===== src/rtl/vending_machine.sv =====
// rtl/vending_machine.sv - coin-operated vending controller with per-product stock tracking
//
// Three products (lemon=01, soda=10, water=11) bought with 5/10 rupee coins.
// Optional build macro: VEND_TIMEOUT_EN (auto-refund after TIMEOUT_CYCLES idle COLLECT cycles).
//
// Ports:
//   clk                      rising-edge clock
//   reset                    asynchronous active-low reset
//   Fiverupee / Tenrupee     coin inputs, one coin per high cycle
//   Lemonwater / Sodabottle / Waterbottle   product selects
//   cancel                   abort purchase, refund credit
//   *_added      [4:0]       stocked count per product
//   *_available  [4:0]       remaining stock per product
//   coincount    [4:0]       current credit
//   product      [1:0]       dispensed product code
//   give                     one-cycle dispense strobe
//   change       [4:0]       change / refund amount
module vending_machine #(
  parameter logic [4:0] PRICE_LEMON    = 5'd10,
  parameter logic [4:0] PRICE_SODA     = 5'd20,
  parameter logic [4:0] PRICE_WATER    = 5'd15,
  parameter int         TIMEOUT_CYCLES = 64
) (
  input  logic       clk,
  input  logic       reset,
  input  logic       Fiverupee,
  input  logic       Tenrupee,
  input  logic       Lemonwater,
  input  logic       Sodabottle,
  input  logic       Waterbottle,
  input  logic       cancel,
  input  logic [4:0] Lemonwater_added,
  input  logic [4:0] Sodabottle_added,
  input  logic [4:0] Waterbottle_added,
  output logic [4:0] Lemonwater_available,
  output logic [4:0] Sodabottle_available,
  output logic [4:0] Waterbottle_available,
  output logic [4:0] coincount,
  output logic [1:0] product,
  output logic       give,
  output logic [4:0] change
);

  typedef enum logic [1:0] {S_IDLE, S_COLLECT, S_DISPENSE, S_REFUND} state_t;

  state_t     r_state, w_state_nxt;
  logic [1:0] r_sel, w_sel_nxt;
  logic [4:0] r_coincount, w_coin_nxt;
  logic       r_give, w_give_nxt;
  logic [1:0] r_product, w_product_nxt;
  logic [4:0] r_change, w_change_nxt;
  logic [4:0] r_added_l, r_added_s, r_added_w;
  logic [4:0] r_sold_l, r_sold_s, r_sold_w;
  logic [4:0] w_avail_l, w_avail_s, w_avail_w;
  logic [4:0] w_price;
  logic [5:0] w_add, w_sum;
  logic [4:0] w_credit;
  logic       w_coin_in;
  logic       w_timeout;

  assign w_avail_l = (r_added_l > r_sold_l) ? (r_added_l - r_sold_l) : 5'd0;
  assign w_avail_s = (r_added_s > r_sold_s) ? (r_added_s - r_sold_s) : 5'd0;
  assign w_avail_w = (r_added_w > r_sold_w) ? (r_added_w - r_sold_w) : 5'd0;

  assign w_coin_in = Fiverupee | Tenrupee;
  assign w_add     = ({6{Fiverupee}} & 6'd5) + ({6{Tenrupee}} & 6'd10);
  assign w_sum     = {1'b0, r_coincount} + w_add;
  assign w_credit  = (w_sum > 6'd31) ? 5'd31 : w_sum[4:0];

  always_comb begin
    case (r_sel)
      2'd1:    w_price = PRICE_LEMON;
      2'd2:    w_price = PRICE_SODA;
      2'd3:    w_price = PRICE_WATER;
      default: w_price = 5'd31;
    endcase
  end

`ifdef VEND_TIMEOUT_EN
  localparam int CW = $clog2(TIMEOUT_CYCLES + 1);
  logic [CW-1:0] r_idle_cnt;

  // Counts consecutive coin-free, cancel-free COLLECT cycles; zero outside COLLECT
  // so it starts fresh on every entry.
  always_ff @(posedge clk or negedge reset) begin
    if (!reset)
      r_idle_cnt <= '0;
    else if (r_state != S_COLLECT || w_coin_in)
      r_idle_cnt <= '0;
    else if (!cancel)
      r_idle_cnt <= r_idle_cnt + 1'b1;
  end

  assign w_timeout = (r_state == S_COLLECT) && !w_coin_in && !cancel &&
                     (int'(r_idle_cnt) == TIMEOUT_CYCLES - 1);
`else
  // No timeout in this build; COLLECT waits indefinitely.
  assign w_timeout = (TIMEOUT_CYCLES < 0);
`endif

  // Next-state and next-output logic; outputs are registered from these values so
  // they are valid during the DISPENSE / REFUND state itself.
  always_comb begin
    w_state_nxt   = r_state;
    w_sel_nxt     = r_sel;
    w_coin_nxt    = r_coincount;
    w_give_nxt    = 1'b0;
    w_product_nxt = 2'd0;
    w_change_nxt  = 5'd0;
    case (r_state)
      S_IDLE: begin
        if (Lemonwater && w_avail_l != 5'd0) begin
          w_sel_nxt   = 2'd1;
          w_state_nxt = S_COLLECT;
        end else if (Sodabottle && w_avail_s != 5'd0) begin
          w_sel_nxt   = 2'd2;
          w_state_nxt = S_COLLECT;
        end else if (Waterbottle && w_avail_w != 5'd0) begin
          w_sel_nxt   = 2'd3;
          w_state_nxt = S_COLLECT;
        end
      end
      S_COLLECT: begin
        if (cancel || w_timeout) begin
          w_state_nxt  = S_REFUND;
          w_change_nxt = r_coincount;
        end else begin
          w_coin_nxt = w_credit;
          if (w_credit >= w_price) begin
            w_state_nxt   = S_DISPENSE;
            w_give_nxt    = 1'b1;
            w_product_nxt = r_sel;
            w_change_nxt  = w_credit - w_price;
          end
        end
      end
      S_DISPENSE, S_REFUND: begin
        w_state_nxt = S_IDLE;
        w_sel_nxt   = 2'd0;
        w_coin_nxt  = 5'd0;
      end
      default: w_state_nxt = S_IDLE;
    endcase
  end

  always_ff @(posedge clk or negedge reset) begin
    if (!reset) begin
      r_state     <= S_IDLE;
      r_sel       <= 2'd0;
      r_coincount <= 5'd0;
      r_give      <= 1'b0;
      r_product   <= 2'd0;
      r_change    <= 5'd0;
    end else begin
      r_state     <= w_state_nxt;
      r_sel       <= w_sel_nxt;
      r_coincount <= w_coin_nxt;
      r_give      <= w_give_nxt;
      r_product   <= w_product_nxt;
      r_change    <= w_change_nxt;
    end
  end

  // A restock (any change of the added count) restarts the sold tally; restock
  // wins over a same-cycle sale.
  always_ff @(posedge clk or negedge reset) begin
    if (!reset) begin
      r_added_l <= 5'd0;
      r_added_s <= 5'd0;
      r_added_w <= 5'd0;
      r_sold_l  <= 5'd0;
      r_sold_s  <= 5'd0;
      r_sold_w  <= 5'd0;
    end else begin
      r_added_l <= Lemonwater_added;
      r_added_s <= Sodabottle_added;
      r_added_w <= Waterbottle_added;
      if (Lemonwater_added != r_added_l)
        r_sold_l <= 5'd0;
      else if (r_state == S_DISPENSE && r_sel == 2'd1)
        r_sold_l <= r_sold_l + 5'd1;
      if (Sodabottle_added != r_added_s)
        r_sold_s <= 5'd0;
      else if (r_state == S_DISPENSE && r_sel == 2'd2)
        r_sold_s <= r_sold_s + 5'd1;
      if (Waterbottle_added != r_added_w)
        r_sold_w <= 5'd0;
      else if (r_state == S_DISPENSE && r_sel == 2'd3)
        r_sold_w <= r_sold_w + 5'd1;
    end
  end

  assign Lemonwater_available  = w_avail_l;
  assign Sodabottle_available  = w_avail_s;
  assign Waterbottle_available = w_avail_w;
  assign coincount             = r_coincount;
  assign product               = r_product;
  assign give                  = r_give;
  assign change                = r_change;

endmodule


===== config.mk =====
export PLATFORM = sky130hd
export DESIGN_NAME = vending_machine
export DESIGN_NICKNAME = d
export VERILOG_FILES = /design/src/rtl/vending_machine.sv
export SDC_FILE = /design/constraint.sdc
export NUM_CORES = 1
export LEC_CHECK = 0
export BUFFER_PORTS_ARGS = -buffer_cell sky130_fd_sc_hd__buf_2
export CAP_MARGIN = 15
export CORE_MARGIN = 3
export CORE_UTILIZATION = 60
export CTS_BUF_LIST = sky130_fd_sc_hd__clkbuf_8
export DETAILED_ROUTE_END_ITERATION = 8
export GPL_ROUTABILITY_DRIVEN = 0
export PLACE_DENSITY = 0.95
export SYNTH_ARGS = -nofsm -noshare
export SYNTH_HDL_FRONTEND = slang
export SYNTH_SLANG_ARGS = --single-unit

===== constraint.sdc =====
create_clock -name clk -period 8 [get_ports clk]
set_input_delay 0.4 -clock clk [delete_from_list [all_inputs] [get_ports clk]]
set_output_delay 0.4 -clock clk [all_outputs]
set_load 0.01 [all_outputs]

==> reports/metrics.sh, run 1 <==
CRIT_TYPE='flop to flop'
FINAL-HOLD-VIOLATION-COUNT=0
PLACE_AREA_SQ_MM=0.00346
FLOORPLAN.INITIALDENSITY_PCT=64.8
SEQ_POWER_SHARE_PCT=32.7
GRT.TOTAL_USAGE_PCT=23.5
CRITPATHREQUIREDTIME_PS=8210
DRC_ERRORS=0
PORT_BUFFERS=50
DPL.HPWL_MM=5.22
CRITPATHLAUNCHTYPE='flop'
CRIT_FANOUT=9
SETUP.WORST_PATH.END_CLASS='flop'
NETLIST.AREA_LEADER.SHARE_PCT=37.0
CELLPOWERDENSITY_mW_PER_MM2=267
IRDROPWORSTVDD_mV=0.179
TOTAL_LEAKAGE_POWER_nW=1.70
DIEWIDTH_UM=78.8
CP_ARRIVAL_PS=3420
FINAL_NET_COUNT=437
POSTSYNTHCELLCOUNT=326
ROW_COUNT=25
VIAS=2539
FINALSETUPTNS_PS=0
FIRST_GLOBAL_VIAS=2535
FINAL_CRITICAL_PATH_SETUP_SLACK_PS=4790
GRT_SETUP_UNREPAIRED='no'
FINAL_CELL_MIX='buf_2 (50), dfrtp_1 (47), nor2_1 (41)'
CLK_TRANSITION_REPORTED_PATHS_PS=90
RELSLEWSLACK_PCT=31.3
FINAL_LAYOUT_SIZE_SUFFIX_GT1_SHARE_PCT=18.8
WORST_HOLD_PATH.NUM_CELLS=1
CTS.REPAIR_TIMING.SETUP_BUFFER_COUNT=0
GRT_START_MAX_NET_PINS=48
MAPPEDNETLISTAREA_SQ_MM=0.00318
POSTROUTEANTENNANETS=0
POSTROUTEWIRELENGTH_MM=6.74
YOSYS_WARNINGS=0
ANTENNA_FOUND_INITIAL=0
SYNTH_FF_TYPE='dfrtp_1'
SEQUENTIAL_CELL_AREA_SQ_MM=0.00118
SYNTH_SEQ_CELLS=47
WORST_PIN_SLEW_PS=1030
SETUP-VIOLATIONS-FINAL=0
CLOCK_SKEW_PS=12.3
NUMCLOCKSINKS=47
CLK_ROOT_BUFFER_CELL='clkbuf_8'
SHARE_COMB_OF_TOTAL_POWER_PCT=45.9
NETSWITCHINGFRACTION_PCT=38.2
MULTI_INPUT_COMB_AREA_SQ_MM=0.00183
CTS_REPAIR_RESIZE_COUNT=0
ROUTED_WIRE_LENGTH_PER_INSTANCE_UM=15.2
WORSTREGTOREGCELLS=13
CLOCK_POWER_SHARE_PCT=21.4
CELL_TYPES_OCCUPYING_THE_MOST_AREA_AFTER_SYNTHESIS='dfrtp_1 (37%), ha_1 (13%), xnor2_1 (6.9%)'
CTS_STAGE_HOLD_BUFFER_COUNT=0
MEAN_INSTANCE_SIZE_IN_THE_SYNTHESIZED_NETLIST_SQ_UM=9.76
CTS_TREE='yes'
SYNTH_FP_NETS=386
SYNTH_ASYNC_SR_FLOP_SHARE_PCT=100
SYNTH.LARGEST_AREA_CELL='dfrtp_1'
FINAL_DESIGN_AREA_NO_FILL_SQ_MM=0.00360
RESULT_OF_THE_RUN='complete, no violations'
FILLERS=351
DRT_ITER0_DRC=186
GLOBAL_ROUTE.OVERFLOW_TOTAL=0
DP_SLACK_PS=4760
FINAL_COMMON_CELL='buf_2'
CTS_MAX_LEVEL=2
ROUTE.DETAILED.VIAS_PER_INST=5.71
DIE_AREA_SQ_MM=0.00621
SYNTHTOLAYOUTAREAGROWTH_PCT=13.2
NUMBER_OF_CLOCK_BUFFERS_INSERTED_BY_TRITONCTS=5
SYNTH_ENABLE_FLOP_CELLS=0
SYNTH_CELL_TYPE_COUNT=50
INTPOWER_W=0.000594
P_SW_W=0.000368
GRT_PASS1_WL_MM=11.8
FMAX_MHz=311
SLEW_VIOL_FINAL=0
DESIGN.PORTCOUNT=51
TIMING.HOLD.WORST.CLASS='primary input to flop'
DIE_HEIGHT_UM=78.8
N_ANTENNA_CELL=0
PERIOD_NEEDED_PS=3210
LAYOUT_WORST_PATH_CYCLE_SHARE_PCT=40.1
DETAIL_ROUTE.FIRST_PASS.ITERATIONS=5
CORE_SQ_MM=0.00491
YS_SEQ_AREA_SHARE_PCT=37.0
FINAL.HOLD.WORST_SLACK_PS=224
MAX_CAP_VIOLATIONS=0
CLKLATENCYLATEPIN_PS=300
CTS.PATH.MAX_BUFFERS=2
worst paths after layout:
kind                                                from                 endpoint  slack [ps]
max in group asynchronous                          reset  r_sold_l[4]$_DFFE_PN0P_        7080
worst max-delay path            coincount[1]$_DFFE_PN0P_   r_state[0]$_DFFE_PN0P_        4790
worst min-delay path                Waterbottle_added[2]   r_added_w[2]$_DFF_PN0_         220
min in group asynchronous                          reset  r_sold_w[4]$_DFFE_PN0P_         270
worst min register to register      r_sel[1]$_DFFE_PN0P_     product[1]$_DFF_PN0_         580
worst max register to register  coincount[1]$_DFFE_PN0P_   r_state[0]$_DFFE_PN0P_        4790
cells in the mapped netlist (2+ instances only):
library cell / number
ha_1: 32
o31ai_1: 2
a21boi_0: 4
o311a_1: 2
fa_1: 5
dfrtp_1: 47
o31a_2: 2
xnor2_1: 25
inv_1: 32
xor2_1: 13
nor2_1: 41
clkbuf_1: 3
nor3b_1: 2
and3_1: 3
a21o_1: 6
a311oi_1: 2
nand3_1: 7
nand2_1: 8
nor2b_1: 2
nor3_1: 4
mux2i_1: 2
o21ai_0: 8
a22o_1: 5
nand2b_1: 3
a221oi_1: 2
and2_1: 14
o311ai_0: 2
a211oi_1: 3
a21oi_1: 17
nand4_1: 7
a21o_2: 2
metal layers:
metal | share of wire, % | wire, um | up-vias | GRT usage, %
met5 | 0 | 0 | - | 0
met4 | 1.7 | 114 | 0 | 5.77
met1 | 41 | 2800 | 1216 | 29.5
met3 | 4.9 | 332 | 15 | 3.51
met2 | 52 | 3500 | 89 | 42.4
li1 | - | - | 1219 | -
worst max-delay path, cell delays in order, from the launching register on:
cell and delay, ps:
dfrtp_1 450, ha_1 300, a21o_1 150, a21oi_1 250, nand2b_1 140, a21boi_0 140
nor2_1 160, inv_1 90, ha_1 320, a21boi_0 130, o21ai_0 190, a21boi_0 140
o31a_2 380, a311oi_1 260
power groups by stage:
stage	Clock, W	Combinational (W)	Sequential, W
floorplan	0	0.000307	0.000321
global placement	0	0.000405	0.000316
detailed placement	0	0.000427	0.000318
CTS	0.000210	0.000435	0.000314
global route	0.000220	0.000496	0.000319
finish	0.000206	0.000441	0.000315
registers in the layout (all words and copies together), names as in the netlist:
| name | flops |
|---|---|
| r_state | 2 |
| coincount | 5 |
| give | 1 |
| product | 2 |
| r_added_w | 5 |
| r_sel | 2 |
| r_sold_s | 5 |
| r_added_l | 5 |
| change | 5 |
| r_added_s | 5 |
| r_sold_w | 5 |
| r_sold_l | 5 |
kinds of logic after synthesis:
kind of cell / Yosys count / synth area share (%)
buf+inv: 38 / 5.35
fa+ha+maj: 37 / 15.7
mux: 3 / 0.983
xor+xnor: 38 / 10.5
flops: 47 / 37.0
simple gates: 100 / 16.1
compound gates: 63 / 14.4
through the flow:
stage | util, % | power (W) | cells
after floorplan | - | 0.000628 | 326
after global placement | 70.5 | 0.000721 | 437
after detailed placement | 70.5 | 0.000745 | 437
after CTS | 73.3 | 0.000958 | 445
after global routing | 73.3 | 0.00104 | 445
final | 73.3 | 0.000962 | 445
layout make-up:
cell class / instances / share of cell area (%)
Clock inverter: 3 / 1.88
Tap cell: 67 / 2.33
Sequential cell: 47 / 32.7
Timing Repair Buffer: 50 / 6.95
Clock buffer: 5 / 1.91
Multi-Input combinational cell: 241 / 50.9
Inverter: 32 / 3.34
No activity file was read; power rests on OpenSTA's default activity.
==> run 2, diff against run 1 <==
--- a/config.mk
+++ b/config.mk
@@ -8,11 +8,11 @@
 export BUFFER_PORTS_ARGS = -buffer_cell sky130_fd_sc_hd__buf_2
 export CAP_MARGIN = 15
 export CORE_MARGIN = 3
-export CORE_UTILIZATION = 60
+export CORE_UTILIZATION = 59
 export CTS_BUF_LIST = sky130_fd_sc_hd__clkbuf_8
 export DETAILED_ROUTE_END_ITERATION = 8
 export GPL_ROUTABILITY_DRIVEN = 0
-export PLACE_DENSITY = 0.95
+export PLACE_DENSITY = 0.94
 export SYNTH_ARGS = -nofsm -noshare
 export SYNTH_HDL_FRONTEND = slang
 export SYNTH_SLANG_ARGS = --single-unit
==> constraint.sdc (replaced) <==
create_clock -name clk -period 3.2 [get_ports clk]
set_input_delay 0.16 -clock clk [delete_from_list [all_inputs] [get_ports clk]]
set_output_delay 0.16 -clock clk [all_outputs]
set_load 0.01 [all_outputs]
==> reports/metrics.sh, run 2 (synthesis gave the netlist of run 1 again) <==
DRT_ITER0_DRC=161  # -13%
IRDROPWORSTVDD_mV=0.417  # +130%
SLEW_VIOL_FINAL=0  # unchanged
FIRST_GLOBAL_VIAS=2730  # +7.7%
SYNTHTOLAYOUTAREAGROWTH_PCT=18.8
RESULT_OF_THE_RUN='complete, no violations'
MAX_CAP_VIOLATIONS=0  # unchanged
DIEWIDTH_UM=79.4  # +0.78%
CTS.PATH.MAX_BUFFERS=2  # unchanged
DIE_AREA_SQ_MM=0.00631  # +1.6%
DRC_ERRORS=0  # unchanged
CTS_MAX_LEVEL=2  # unchanged
NUMBER_OF_CLOCK_BUFFERS_INSERTED_BY_TRITONCTS=5  # unchanged
SETUP-VIOLATIONS-FINAL=0  # unchanged
N_ANTENNA_CELL=0  # unchanged
FINAL_COMMON_CELL='buf_2'
DESIGN.PORTCOUNT=51  # unchanged
GRT_PASS1_WL_MM=12.2  # +3.8%
FLOORPLAN.INITIALDENSITY_PCT=61.5  # -3.3 points
CELLPOWERDENSITY_mW_PER_MM2=652  # +140%
WORST_PIN_SLEW_PS=993  # -38.0 ps
CLKLATENCYLATEPIN_PS=300  # about the same
FINAL_LAYOUT_SIZE_SUFFIX_GT1_SHARE_PCT=18.7  # -0.096 points
GRT_START_MAX_NET_PINS=48  # unchanged
POSTROUTEANTENNANETS=0  # unchanged
CP_SLOWEST_STAGE_DELAY_PS=450  # about the same
CP_ARRIVAL_PS=3230  # -190 ps
FINAL-HOLD-VIOLATION-COUNT=0  # unchanged
GRT.TOTAL_USAGE_PCT=24.6  # +1.1 points
CRITPATHREQUIREDTIME_PS=3400  # -4810 ps
FINAL_CRITICAL_PATH_SETUP_SLACK_PS=174  # -4620 ps
POST_LAYOUT_NONFILLER_INSTANCES=466  # +4.7%
CLK_TRANSITION_REPORTED_PATHS_PS=90  # about the same
CRITPATHLAUNCHTYPE='flop'
SETUP.WORST_PATH.END_CLASS='flop'
CLOCK_SKEW_PS=7.31  # -4.95 ps
VIAS=2691  # +6.0%
CRIT_PATH_CELL_TRACE='ha_1 -> a21o_1 -> a21oi_2 -> nand2b_1 -> a21boi_1 -> nor2_1 -> inv_1 -> ha_1 -> a21boi_0 -> o21ai_0 -> a21boi_1 -> o31a_2 -> a22o_1'
PORT_BUFFERS=50  # unchanged
TIMING.HOLD.WORST.CLASS='primary input to asynchronous set/reset pin'
CORE_SQ_MM=0.00517  # +5.3%
POSTROUTEWIRELENGTH_MM=7.28  # +7.9%
DETAIL_ROUTE.FIRST_PASS.ITERATIONS=4  # -1
CLK_ROOT_BUFFER_CELL='clkbuf_8'
LAYOUT_WORST_PATH_CYCLE_SHARE_PCT=94.6  # +54 points
NUMCLOCKSINKS=47  # unchanged
CRIT_FANOUT=5  # -4
GLOBAL_ROUTE.OVERFLOW_TOTAL=0  # unchanged
DP_SLACK_PS=80.1  # -4680 ps
FINALSETUPTNS_PS=0  # unchanged
FMAX_MHz=330  # +6.1%
DPL.HPWL_MM=5.25  # +0.51%
DIE_HEIGHT_UM=79.4  # +0.78%
FINAL_NET_COUNT=455  # +4.1%
ANTENNA_FOUND_INITIAL=0  # unchanged
PERIOD_NEEDED_PS=3030  # -184 ps
ROUTED_WIRE_LENGTH_PER_INSTANCE_UM=15.6  # +3.0%
CRIT_TYPE='flop to flop'
FINAL_CELL_MIX='buf_2 (50), dfrtp_1 (46), nor2_1 (41)'
CRIT_SLOWEST_CELL='dfrtp_2'
ROW_COUNT=26  # +4.0%
RELSLEWSLACK_PCT=33.8  # +2.5 points
ROUTE.DETAILED.VIAS_PER_INST=5.77  # +1.2%
DPL.CELL_COUNT=441  # +0.92%
TOTAL_LEAKAGE_POWER_nW=1.78  # +4.7%
DESIGN_POWER_TOTAL_W=0.00246  # +160%
CTS_TREE='yes'
-- run 2: critical path, delay by kind of cell, from the launching register on --
kind	cells	cell delay [ps]
AO/OA/AOI/OAI	8	1480
flip-flops	1	450
buffers and inverters	1	100
AND/OR/NAND/NOR	2	280
adder cells (fa/ha/maj)	2	620
-- run 2: cell type report --
class                      instances  area, sq um
sequential                        47         1180
multi-input combinational        242         1850
fill                             344         1390
clock buffer                       5         68.8
tap                               70         87.6
timing repair buffer              67          415
inverter                          32          120
clock inverter                     3         63.8
-- run 2: final timing paths --
kind | from | end | slack (ps) | cells past startpoint
max | coincount[1]$_DFFE_PN0P_ | change[0]$_DFF_PN0_ | 170 | 13
min | reset | r_added_w[1]$_DFF_PN0_ | 10 | 1
max reg2reg | coincount[1]$_DFFE_PN0P_ | change[0]$_DFF_PN0_ | 170 | 13
min reg2reg | coincount[1]$_DFFE_PN0P_ | change[1]$_DFF_PN0_ | 590 | 1
max in group asynchronous | reset | coincount[1]$_DFFE_PN0P_ | 2520 | 1
min in group clk | cancel | r_state[1]$_DFFE_PN0P_ | 210 | 3
-- run 2: repair_timing --
action | CTS | global route
hold buffers | 15 | 0
resized for setup | 0 | 4
endpoints found under the setup margin | 0 | 10
hold endpoints to repair | 15 | 0
setup buffers | 0 | 1
-- run 2: metrics by stage --
step | util, % | cell area [sq um] | hold slack, ps
3_5_place_dp | 67.2 | 3480 | 293
5_1_grt | 73.1 | 3780 | 97.0
3_3_place_gp | 67.2 | 3480 | 293
2_1_floorplan | - | 3180 | -136
6_report | 73.1 | 3780 | 14.2
4_1_cts | 72.7 | 3760 | 50.1
-- run 2: layer usage --
metal  share of wire [%]  track usage, %  vias to the layer above
met2                  51            43.0                       99
met3                 5.6            5.53                       23
li1                    -               -                     1267
met1                  41            29.0                     1302
met4                 2.4            10.3                        0
met5                   0               0                        -
-- run 2: where the power goes --
group,switching (W),internal [W]
combinational,0.000644,0.000517
clock,0.000204,0.000309
sequential,0.000102,0.000688
total,0.000950,0.00151
==> run 3, diff against run 2 <==
--- a/config.mk
+++ b/config.mk
@@ -12,7 +12,8 @@
 export CTS_BUF_LIST = sky130_fd_sc_hd__clkbuf_8
 export DETAILED_ROUTE_END_ITERATION = 8
 export GPL_ROUTABILITY_DRIVEN = 0
-export PLACE_DENSITY = 0.94
+export GPL_TIMING_DRIVEN = 0
+export PLACE_DENSITY = 0.86
 export SYNTH_ARGS = -nofsm -noshare
 export SYNTH_HDL_FRONTEND = slang
 export SYNTH_SLANG_ARGS = --single-unit
==> reports/metrics.sh, run 3 (synthesis gave the netlist of run 1 again) <==
SHARE_COMB_OF_TOTAL_POWER_PCT=47.2  # about the same
GRT_START_MAX_NET_PINS=48  # unchanged
INTPOWER_W=0.00153  # +1.3%
DRT_ITER0_DRC=117  # -27%
CRITPATHLAUNCHTYPE='flop'
SETUP.WORST_PATH.START='coincount[1]$_DFFE_PN0P_'
FILLERS=349  # +1.5%
FMAX_MHz=331  # +0.13%
RELSLEWSLACK_PCT=31.1  # -2.8 points
RESULT_OF_THE_RUN='complete, no violations'
SLEW_VIOL_FINAL=0  # unchanged
TIMING.RR.END='change[1]$_DFF_PN0_'
POSTROUTEANTENNANETS=0  # unchanged
TIMING.HOLD.WORST.CLASS='primary input to asynchronous set/reset pin'
CRIT_FANOUT=9  # +4
ROW_COUNT=26  # unchanged
PORT_BUFFERS=50  # unchanged
DIE_AREA_SQ_MM=0.00631  # unchanged
DETAIL_ROUTE.FIRST_PASS.ITERATIONS=4  # unchanged
WORST_PIN_SLEW_PS=1030  # +41.4 ps
DP_SLACK_PS=-54.1  # -134 ps
CLK_TRANSITION_REPORTED_PATHS_PS=90  # about the same
CLKLATENCYLATEPIN_PS=300  # about the same
DIEWIDTH_UM=79.4  # unchanged
SETUP.WORST_PATH.END_CLASS='flop'
FINAL_CELL_MIX='buf_2 (50), dfrtp_1 (46), nor2_1 (41)'
N_ANTENNA_CELL=0  # unchanged
MAX_CAP_VIOLATIONS=0  # unchanged
TOTAL_LEAKAGE_POWER_nW=1.80  # +1.0%
GRT.TOTAL_USAGE_PCT=23.2  # -1.4 points
P_SW_W=0.000940  # -1.0%
VIAS=2592  # -3.7%
DIE_HEIGHT_UM=79.4  # unchanged
ROUTE.DETAILED.VIAS_PER_INST=5.50  # -4.7%
DPL.HPWL_MM=5.03  # -4.2%
CTS_MAX_LEVEL=2  # unchanged
FINAL_NET_COUNT=460  # +1.1%
SEQ_POWER_SHARE_PCT=31.8  # -0.3 points
FINAL_COMMON_CELL='buf_2'
CTS.PATH.MAX_BUFFERS=2  # unchanged
ANTENNA_FOUND_INITIAL=0  # unchanged
NUMBER_OF_CLOCK_BUFFERS_INSERTED_BY_TRITONCTS=5  # unchanged
IRDROPWORSTVDD_mV=0.461  # +11%
DRC_ERRORS=0  # unchanged
GRT_PASS1_WL_MM=11.7  # -4.8%
NETSWITCHINGFRACTION_PCT=38.0  # -0.55 points
CLOCK_POWER_SHARE_PCT=21.0  # +0.2 points
CORE_SQ_MM=0.00517  # unchanged
POSTLAYOUTCOREUTIL_PCT=74.1  # +0.99 points
GLOBAL_ROUTE.OVERFLOW_TOTAL=0  # unchanged
CTS_TREE='yes'
NUMCLOCKSINKS=47  # unchanged
GRT_SETUP_UNREPAIRED='no'
POSTROUTEWIRELENGTH_MM=6.85  # -5.8%
LAUNCHING_POINT_OF_THE_WORST_REG2REG_PATH='coincount[1]$_DFFE_PN0P_'
CP_ARRIVAL_PS=3220  # about the same
CLK_ROOT_BUFFER_CELL='clkbuf_8'
SETUP-VIOLATIONS-FINAL=0  # unchanged
DESIGN.PORTCOUNT=51  # unchanged
CLOCK_SKEW_PS=3.20  # -4.11 ps
CRITPATHREQUIREDTIME_PS=3390  # about the same
CRIT_TYPE='flop to flop'
PERIOD_NEEDED_PS=3020  # -4.01 ps
SYNTHTOLAYOUTAREAGROWTH_PCT=20.5
ROUTED_WIRE_LENGTH_PER_INSTANCE_UM=14.5  # -6.8%
FLOORPLAN.INITIALDENSITY_PCT=61.5  # unchanged
FINAL_CRITICAL_PATH_SETUP_SLACK_PS=178  # +4.01 ps
FF_TO_FF_SETUP_SLACK_PS=180  # about the same
FINAL_LAYOUT_SIZE_SUFFIX_GT1_SHARE_PCT=19.7  # +1.0 points
FIRST_GLOBAL_VIAS=2594  # -5.0%
WORSTREGTOREGCELLS=14  # +1
FINAL-HOLD-VIOLATION-COUNT=0  # unchanged
CELLPOWERDENSITY_mW_PER_MM2=646  # -0.93%
LAYOUT_WORST_PATH_CYCLE_SHARE_PCT=94.4  # -0.13 points
## run 3: changes by cell type in the layout (fill, tap and decap cells not counted), sizes merged
cell and delta:
buf +3, clkbuf +3, clkinvlp +1, inv -1
o31a -1
## run 3: cell type report
cell class              instances  area (sq um)  area share [%]
inverters                      32           120            3.14
clock inverters                 3          67.6            1.76
plain buffers                   6          50.0            1.31
repair buffers                 67           415            10.8
well taps                      70          87.6            2.29
clock buffers                   5          68.8            1.80
flip-flops and latches         47          1180            30.7
multi-input cells             241          1840            48.1
## run 3: repair_timing
action | 4_1_cts | 5_1_grt
endpoints found under the hold margin | 15 | 0
buffers inserted | 0 | 2
hold buffers | 15 | 0
endpoints found under the setup margin | 6 | 8
gates cloned | 0 | 0
resized for setup | 2 | 4
pin swaps | 0 | 2
## run 3: worst max path at each step
stage / end / slack [ps] / cells past startpoint
after detailed placement: r_state[0]$_DFFE_PN0P_ / -50 / 14
after global routing: r_state[0]$_DFFE_PN0P_ / 6 / 14
final: change[1]$_DFF_PN0_ / 180 / 14
after global placement: change[0]$_DFF_PN0_ / 60 / 14
after CTS: r_state[0]$_DFFE_PN0P_ / 10 / 14
after floorplan: change[1]$_DFF_PN0_ / 260 / 14
## run 3: power by group through the flow
stage	clock network (W)	logic [W]	registers, W
2_1_floorplan	0	0.000767	0.000802
3_3_place_gp	0	0.00104	0.000790
3_5_place_dp	0	0.00108	0.000794
4_1_cts	0.000521	0.00112	0.000785
5_1_grt	0.000553	0.00130	0.000801
6_report	0.000520	0.00117	0.000788
## run 3: critical path, stage by stage (launching register included)
cell	delay [ps]
dfrtp_2	450
ha_1	290
a21o_1	170
a21oi_2	150
nand2b_1	130
a21boi_1	110
nor2_1	160
inv_1	100
ha_1	310
a21boi_0	140
o21ai_1	140
a21boi_1	100
o31a_2	300
buf_6	150
a22o_1	230
## run 3: stage by stage
step / instance area (sq um) / instances / setup TNS [ps] / total power, W / hold WS [ps]
floorplan: 3180 / 326 / 0 / 0.00157 / -136
global placement: 3520 / 446 / 0 / 0.00183 / 291
detailed placement: 3520 / 446 / -193 / 0.00188 / 292
CTS: 3810 / 469 / 0 / 0.00243 / 62.2
global route: 3830 / 471 / 0 / 0.00265 / 107
finish: 3830 / 471 / 0 / 0.00247 / 22.5
## run 3: routing by layer
layer	routed length, um	track usage, %	part of all wire, %
met5	0	0	0
met4	68	6.53	0.99
met3	220	3.27	3.2
met2	3630	41.6	53
met1	2930	29.0	43
